--- config.mk ---
export PLATFORM = sky130hd
export DESIGN_NAME = contador_monitor_flat
export DESIGN_NICKNAME = d
export VERILOG_FILES = /design/src/rtl/contador_monitor_if.sv /design/src/rtl/contador_monitor.sv /design/src/flat_wrapper.sv
export SDC_FILE = /design/constraint.sdc
export NUM_CORES = 1
export LEC_CHECK = 0
export BUFFER_PORTS_ARGS = -buffer_cell sky130_fd_sc_hd__buf_2
export CAP_MARGIN = 20
export CORE_UTILIZATION = 51
export CTS_CLUSTER_DIAMETER = 120
export CTS_CLUSTER_SIZE = 30
export DETAILED_ROUTE_END_ITERATION = 8
export HOLD_SLACK_MARGIN = 0.02
export PLACE_DENSITY = 0.75
export SETUP_SLACK_MARGIN = 0.3
export SLEW_MARGIN = 20
export SYNTH_ARGS = -nofsm -noshare
export SYNTH_HDL_FRONTEND = slang
export SYNTH_SLANG_ARGS = --single-unit
export TNS_END_PERCENT = 5
--- constraint.sdc ---
create_clock -name clk -period 1.9 [get_ports clk]
set_input_delay 0.095 -clock clk [delete_from_list [all_inputs] [get_ports clk]]
set_output_delay 0.095 -clock clk [all_outputs]
set_load 0.02 [all_outputs]
--- src/rtl/contador_monitor_if.sv ---
`default_nettype none
// +----------------------------------------------------------------------------+
// | Module      : contador_monitor_if                                          |
// | Description : Sample/clear inputs and status outputs of contador_monitor.   |
// |               The master side drives the counter bus, enable and clear;    |
// |               the slave side is the monitor itself.                        |
// |               Optional macro SEQMON_HIST_EN adds the 16-bit code histogram.|
// | Revision    : 1.0  initial release                                         |
// +----------------------------------------------------------------------------+
interface contador_monitor_if #(
    parameter int PW = 8
);
    logic          e;
    logic [3:0]    d;
    logic          clr;
    logic          lock;
    logic [PW-1:0] period;
    logic [7:0]    wraps;
    logic          err_illegal;
    logic          err_period;
    logic          err_stuck;
`ifdef SEQMON_HIST_EN
    logic [15:0]   hist;
`endif

    modport master (
        output e, d, clr,
`ifdef SEQMON_HIST_EN
        input  hist,
`endif
        input  lock, period, wraps, err_illegal, err_period, err_stuck
    );

    modport slave (
        input  e, d, clr,
`ifdef SEQMON_HIST_EN
        output hist,
`endif
        output lock, period, wraps, err_illegal, err_period, err_stuck
    );
endinterface
`default_nettype wire

--- src/rtl/contador_monitor.sv ---
`default_nettype none
// +----------------------------------------------------------------------------+
// | Module      : contador_monitor                                             |
// | Description : Checker for a 4-bit counter bus. Measures the period between |
// |               consecutive START_CODE samples, declares lock after two      |
// |               consecutive correct periods, and raises sticky errors for    |
// |               illegal codes, wrong period / counter overflow and a stuck   |
// |               bus. Optional macro SEQMON_HIST_EN adds a code histogram.    |
// |               The PW of the connected interface must equal PW here.        |
// | Revision    : 1.0  initial release                                         |
// +----------------------------------------------------------------------------+
module contador_monitor #(
    parameter logic [3:0]  START_CODE      = 4'd9,
    parameter int          EXPECTED_PERIOD = 8,
    parameter logic [15:0] LEGAL_MASK      = 16'hFFFF,
    parameter int          STUCK_LIMIT     = 4,
    parameter int          PW              = 8
) (
    input  wire logic         clk,
    input  wire logic         rst,
    contador_monitor_if.slave mon
);

    localparam int RW = $clog2(STUCK_LIMIT + 1);

    // Counter value at which one more non-start sample reaches 2^PW-1.
    localparam logic [PW-1:0] c_cnt_ovf  = {{(PW-1){1'b1}}, 1'b0};
    localparam logic [PW-1:0] c_cnt_one  = {{(PW-1){1'b0}}, 1'b1};
    localparam logic [PW-1:0] c_expected = PW'(EXPECTED_PERIOD);
    localparam logic [RW-1:0] c_stuck    = RW'(STUCK_LIMIT);
    localparam logic [RW-1:0] c_run_one  = RW'(1);

    typedef enum logic [1:0] {
        ST_SEARCH  = 2'd0,
        ST_MEASURE = 2'd1,
        ST_LOCKED  = 2'd2
    } state_t;

    state_t        r_state;
    state_t        w_state_nxt;

    logic [PW-1:0] r_cnt;
    logic [1:0]    r_good;
    logic [3:0]    r_prev;
    logic [RW-1:0] r_run;
    logic          r_lock;
    logic [PW-1:0] r_period;
    logic [7:0]    r_wraps;
    logic          r_err_illegal;
    logic          r_err_period;
    logic          r_err_stuck;

    logic [PW-1:0] w_cnt_nxt;
    logic [1:0]    w_good_nxt;
    logic          w_lock_nxt;
    logic [PW-1:0] w_period_nxt;
    logic          w_set_period;
    logic [RW-1:0] w_run_nxt;
    logic          w_set_stuck;
    logic          w_set_illegal;
    logic          w_hit;
    logic          w_cnt_ovf;

    assign w_hit         = (mon.d == START_CODE);
    assign w_cnt_ovf     = (r_cnt == c_cnt_ovf);
    assign w_set_illegal = ~LEGAL_MASK[mon.d];
    assign w_set_stuck   = (w_run_nxt == c_stuck);

    // State register.
    always_ff @(posedge clk or posedge rst) begin
        if (rst) begin
            r_state <= ST_SEARCH;
        end else begin
            r_state <= w_state_nxt;
        end
    end

    // Next state, period counter, lock qualification and period-error request.
    always_comb begin
        w_state_nxt  = r_state;
        w_cnt_nxt    = r_cnt;
        w_good_nxt   = r_good;
        w_lock_nxt   = r_lock;
        w_period_nxt = r_period;
        w_set_period = 1'b0;
        if (mon.e) begin
            case (r_state)
                ST_SEARCH: begin
                    if (w_hit) begin
                        w_state_nxt = ST_MEASURE;
                        w_cnt_nxt   = c_cnt_one;
                    end
                end
                ST_MEASURE: begin
                    if (w_hit) begin
                        w_period_nxt = r_cnt;
                        w_cnt_nxt    = c_cnt_one;
                        if (r_cnt == c_expected) begin
                            w_good_nxt = r_good + 2'd1;
                            if (r_good == 2'd1) begin
                                w_state_nxt = ST_LOCKED;
                                w_lock_nxt  = 1'b1;
                            end
                        end else begin
                            w_set_period = 1'b1;
                            w_good_nxt   = 2'd0;
                        end
                    end else if (w_cnt_ovf) begin
                        w_set_period = 1'b1;
                        w_lock_nxt   = 1'b0;
                        w_good_nxt   = 2'd0;
                        w_cnt_nxt    = '0;
                        w_state_nxt  = ST_SEARCH;
                    end else begin
                        w_cnt_nxt = r_cnt + c_cnt_one;
                    end
                end
                ST_LOCKED: begin
                    if (w_hit) begin
                        w_period_nxt = r_cnt;
                        w_cnt_nxt    = c_cnt_one;
                        if (r_cnt != c_expected) begin
                            w_set_period = 1'b1;
                            w_lock_nxt   = 1'b0;
                            w_good_nxt   = 2'd0;
                            w_state_nxt  = ST_MEASURE;
                        end
                    end else if (w_cnt_ovf) begin
                        w_set_period = 1'b1;
                        w_lock_nxt   = 1'b0;
                        w_good_nxt   = 2'd0;
                        w_cnt_nxt    = '0;
                        w_state_nxt  = ST_SEARCH;
                    end else begin
                        w_cnt_nxt = r_cnt + c_cnt_one;
                    end
                end
                default: begin
                    w_state_nxt = ST_SEARCH;
                end
            endcase
        end
    end

    // Run length of identical samples; a change restarts the run at 1.
    always_comb begin
        w_run_nxt = c_run_one;
        if (mon.d == r_prev) begin
            w_run_nxt = (r_run == c_stuck) ? r_run : r_run + c_run_one;
        end
    end

    // Datapath registers; frozen while the enable is low.
    always_ff @(posedge clk or posedge rst) begin
        if (rst) begin
            r_cnt    <= '0;
            r_good   <= 2'd0;
            r_prev   <= 4'd0;
            r_run    <= '0;
            r_lock   <= 1'b0;
            r_period <= '0;
            r_wraps  <= 8'd0;
        end else if (mon.e) begin
            r_cnt    <= w_cnt_nxt;
            r_good   <= w_good_nxt;
            r_prev   <= mon.d;
            r_run    <= w_run_nxt;
            r_lock   <= w_lock_nxt;
            r_period <= w_period_nxt;
            if (w_hit && (r_wraps != 8'hFF)) begin
                r_wraps <= r_wraps + 8'd1;
            end
        end
    end

    // Sticky error flags; clear acts without enable and beats a same-cycle set.
    always_ff @(posedge clk or posedge rst) begin
        if (rst) begin
            r_err_illegal <= 1'b0;
            r_err_period  <= 1'b0;
            r_err_stuck   <= 1'b0;
        end else if (mon.clr) begin
            r_err_illegal <= 1'b0;
            r_err_period  <= 1'b0;
            r_err_stuck   <= 1'b0;
        end else if (mon.e) begin
            if (w_set_illegal) r_err_illegal <= 1'b1;
            if (w_set_period)  r_err_period  <= 1'b1;
            if (w_set_stuck)   r_err_stuck   <= 1'b1;
        end
    end

`ifdef SEQMON_HIST_EN
    logic [15:0] r_hist;

    // Histogram of every code seen on an enabled sample.
    always_ff @(posedge clk or posedge rst) begin
        if (rst) begin
            r_hist <= 16'd0;
        end else if (mon.clr) begin
            r_hist <= 16'd0;
        end else if (mon.e) begin
            r_hist[mon.d] <= 1'b1;
        end
    end

    assign mon.hist = r_hist;
`endif

    assign mon.lock        = r_lock;
    assign mon.period      = r_period;
    assign mon.wraps       = r_wraps;
    assign mon.err_illegal = r_err_illegal;
    assign mon.err_period  = r_err_period;
    assign mon.err_stuck   = r_err_stuck;

endmodule
`default_nettype wire

--- src/flat_wrapper.sv ---
// flat-port wrapper written by rule: the top's interface ports become plain ports
module contador_monitor_flat 
#(
    parameter logic [3:0]  START_CODE      = 4'd9,
    parameter int          EXPECTED_PERIOD = 8,
    parameter logic [15:0] LEGAL_MASK      = 16'hFFFF,
    parameter int          STUCK_LIMIT     = 4,
    parameter int          PW              = 8
)
  (clk, rst, mon_e, mon_d, mon_clr, mon_lock, mon_period, mon_wraps, mon_err_illegal, mon_err_period, mon_err_stuck);
  contador_monitor_if #(.PW(PW)) mon_i ();
  input  wire logic clk;
  input  wire logic rst;
  input wire logic [$bits(mon_i.e)-1:0] mon_e;
  input wire logic [$bits(mon_i.d)-1:0] mon_d;
  input wire logic [$bits(mon_i.clr)-1:0] mon_clr;
  output wire logic [$bits(mon_i.lock)-1:0] mon_lock;
  output wire logic [$bits(mon_i.period)-1:0] mon_period;
  output wire logic [$bits(mon_i.wraps)-1:0] mon_wraps;
  output wire logic [$bits(mon_i.err_illegal)-1:0] mon_err_illegal;
  output wire logic [$bits(mon_i.err_period)-1:0] mon_err_period;
  output wire logic [$bits(mon_i.err_stuck)-1:0] mon_err_stuck;
  assign mon_i.e = mon_e;
  assign mon_i.d = mon_d;
  assign mon_i.clr = mon_clr;
  assign mon_lock = mon_i.lock;
  assign mon_period = mon_i.period;
  assign mon_wraps = mon_i.wraps;
  assign mon_err_illegal = mon_i.err_illegal;
  assign mon_err_period = mon_i.err_period;
  assign mon_err_stuck = mon_i.err_stuck;
  contador_monitor #(.START_CODE(START_CODE), .EXPECTED_PERIOD(EXPECTED_PERIOD), .LEGAL_MASK(LEGAL_MASK), .STUCK_LIMIT(STUCK_LIMIT), .PW(PW)) u_core (.clk(clk), .rst(rst), .mon(mon_i));
endmodule
==> summary.txt <==
Synthesis
  • Most instantiated cells after synthesis: dfrtp_1, nor2_1, inv_1, nand2_1, xnor2_1
  • Cells after Synth: 193
  • Cell Area, Synth: 0.00205 mm2
  • FF+latch count, synth: 39
  • Register area share after synthesis: 0.476
  • Most frequent cell after synthesis: dfrtp_1
  • Simple-gate share of the synthesized area: 0.156
  • Combinational family with the most area after synthesis: simple AND/OR/NAND/NOR gates
  • Post-synth EDFFs: 0
  • Synth Area in Compound Gates: 0.0988
  • Most used flip-flop cell after synthesis: dfrtp_1
  • Synthesis Warnings: 0
  • Post-synthesis area per instance: 10.6 um2
  • Mux cell area share after synthesis: 0.0958
  • Post-Synth Adder-Cell Area: 0.0671
  • Synth top area cells: dfrtp_1, mux2_2, ha_1
  • Post-synth top area cell: dfrtp_1
  • Synth top area share: 0.476
  • Netlist cell types: 46
  • Mapped Nets: 212
  • Async set or reset register ratio after synthesis: 1.00
  • XOR/XNOR share of the synthesized area: 0.0726

STA
  • Max Slew Vio Count: 0
  • Fin crit share: 0.901
  • RSZ-0062 raised after global routing: yes
  • Worst Tran Pin Value: 0.481 ns
  • Fmax: 584 MHz
  • WHS: 0.0906 ns
  • Final setup TNS: 0 ns
  • Min Tclk post-route: 1.71 ns
  • Final setup fails: 0
  • Hold Fails Final Rpt: 0
  • Clock skew: 0.00749 ns
  • Worst rel slew slack: 0.679

Finish
  • Final core utilization: 0.670
  • Synthesis-to-finish area growth: 23.1%
  • Final net count: 256
  • Layout cells sized above 1: 0.298
  • N_diodes: 0
  • Fillers: 310
  • Final Instance Area: 0.00252 mm2

Critical path
  • Critical path class: flip-flop to flip-flop
  • Crit-path cells: inv_1, ha_4, nand4b_1, o22a_1, or3_1, xor2_1, nor2_2
  • Crit path DAT: 1.89 ns
  • Setup crit start kind: flip-flop
  • Worst R2R End: u_core.r_cnt[7]
  • Worst Path Max Fanout: 6
  • WP depth: 7
  • Critical path's largest stage delay: 0.36 ns
  • Top Family by Delay on Critical Path: simple AND/OR/NAND/NOR gates
  • Crit-path slowest cell: dfrtp_1
  • Worst reg2reg path depth: 7
  • Reg2reg start: u_core.r_state[1]
  • Buf/Inv on CP: 1
  • Reg-to-reg slack, setup: 0.19 ns
  • Critical Path Sink: u_core.r_cnt[7]
  • Worst Setup End Kind: flip-flop
  • Data required time of the worst path: 2.08 ns
  • Critical Path Source: u_core.r_state[1]

Power and ir drop
  • Sw frac: 0.349
  • P per Cell Area: 1340 mW/mm2
  • Power share of the combinational group: 0.385
  • Flop pwr share: 0.379
  • P_leak: 1.17 nW
  • Clock share of power: 0.236
  • Max IR drop VDD: 1.01 mV
  • P_sw: 0.00118 W
  • Cell Int Power: 0.00221 W

Placement
  • Area after DPL: 0.00230 mm2
  • PortBufs: 27
  • DP Wirelength: 2.77 mm
  • GP Congestion: 0.834

Clocking
  • Clock Latency Late Sink: 0.29 ns
  • TritonCTS Sinks: 39
  • CTS Root Cell: clkbuf_8
  • TritonCTS buffer count: 5
  • Clock transition at path regs: 0.07 ns
  • H-tree levels: 2
  • CTS tree: yes
  • Clock buffer depth: 2

Global routing
  • Vias in the first global route: 1481
  • Initial antenna violation count: 0
  • GRT Total Usage: 0.211
  • Pin count of the biggest net entering global routing: 40
  • Grt total ovfl: 0
  • Global-route wire length before repair: 6.76 mm

Drt
  • Initial drt markers: 83
  • Post-route ant nets: 0
  • Number of vias in the routed layout: 1579
  • DRC errors left: 0
  • Wire length per cell: 13.9 um
  • TritonRoute pass-1 iters: 4
  • Vias per cell: 5.52
  • Total wire length: 3.98 mm

Die
  • Initial Utilization: 0.544
  • Die span in x: 65.4 um
  • DIE AREA: 0.00428 mm2
  • Rows: 22
  • Chip Height: 65.4 um
  • IO Count: 28
  • Core footprint: 0.00377 mm2

Min path
  • Hold Path Class: primary input to flip-flop
  • Hold_sp: mon_d[3]

Run status
  • Status: completed

Run
  • Max-Cap Viols: 0
==> cells in the final DEF, fill, tap and decap left out, types with 2 or more instances in the layout <==
cell type and count:
a21oi_1 8, a221o_1 2, and2_1 2, buf_2 27, buf_4 10, bufinv_16 2
clkbuf_8 5, dfrtp_1 39, dlygate4sd3_1 2, ha_1 9, ha_4 2, inv_1 12
inv_2 3, mux2_2 13, mux2i_1 5, nand2_1 15, nand3_1 5, nand4_1 4
nor2_1 19, nor2_2 2, nor4_1 3, o21ai_0 3, xnor2_1 14, xor2_1 3
==> registers in the layout (all words and copies together), names as in the netlist <==
register and cells:
u_core.r_run 3, u_core.mon.period 8, u_core.mon.lock 1, u_core.mon.err_stuck 1, u_core.mon.wraps 8, u_core.r_good 2
u_core.mon.err_illegal 1, u_core.r_prev 4, u_core.r_state 2, u_core.r_cnt 8, u_core.mon.err_period 1
==> per-layer routing <==
metal / routed length [um] / track usage
met1: 1900 / 0.278
met2: 1850 / 0.329
met3: 170 / 0.0556
met4: 62 / 0.0897
met5: 0 / 0
==> through the flow <==
| stage | setup slack [ns] | power, W | cells |
|---|---|---|---|
| 2_1_floorplan | 0.163 | 0.00210 | 193 |
| 3_3_place_gp | 0.131 | 0.00240 | 273 |
| 3_5_place_dp | 0.0568 | 0.00242 | 273 |
| 4_1_cts | 0.179 | 0.00339 | 286 |
| 5_1_grt | 0.0847 | 0.00362 | 286 |
| 6_report | 0.187 | 0.00339 | 286 |
==> final cells by class <==
cell class,instances,area (um2),area share
sequential,39,976,0.387
timing repair buffer,40,250,0.0991
multi-input combinational,136,1050,0.416
tap,48,60.1,0.0238
clock buffer,6,72.6,0.0287
clock inverter,2,60.1,0.0238
inverter,15,56.3,0.0223
==> cells by family after synthesis <==
| family | Yosys count |
|---|---|
| and+or+nand+nor | 62 |
| buffers and inverters | 18 |
| muxes | 18 |
| xor gates and xnor gates | 17 |
| AOI/OAI and AO/OA | 28 |
| DFF | 39 |
| adders and majority gates | 11 |
==> worst min-delay path by stage <==
stage | to | depth (start not counted)
after floorplan | u_core.mon.err_illegal | 1
after global placement | u_core.mon.period[1] | 3
after detailed placement | u_core.mon.period[1] | 3
after CTS | u_core.r_prev[1] | 2
after global routing | u_core.r_prev[1] | 2
final | u_core.r_prev[3] | 2
==> power groups by stage <==
| stage | registers, W | clock network, W | logic [W] |
|---|---|---|---|
| 3_5_place_dp | 0.00128 | 0 | 0.00114 |
| 2_1_floorplan | 0.00140 | 0 | 0.000703 |
| 3_3_place_gp | 0.00128 | 0 | 0.00112 |
| 4_1_cts | 0.00128 | 0.000818 | 0.00129 |
| 5_1_grt | 0.00132 | 0.000858 | 0.00145 |
| 6_report | 0.00129 | 0.000800 | 0.00130 |
==> timing repair <==
item                                    in CTS  in global routing
pin swaps                                    5                  3
setup buffers                                3                  0
hold buffers                                 2                  0
hold endpoints to repair                    42                  0
gates cloned                                 0                  0
endpoints found under the setup margin      19                 25
gates resized for setup                      7                  2
Note: power is estimated with default switching activity, not from simulation.
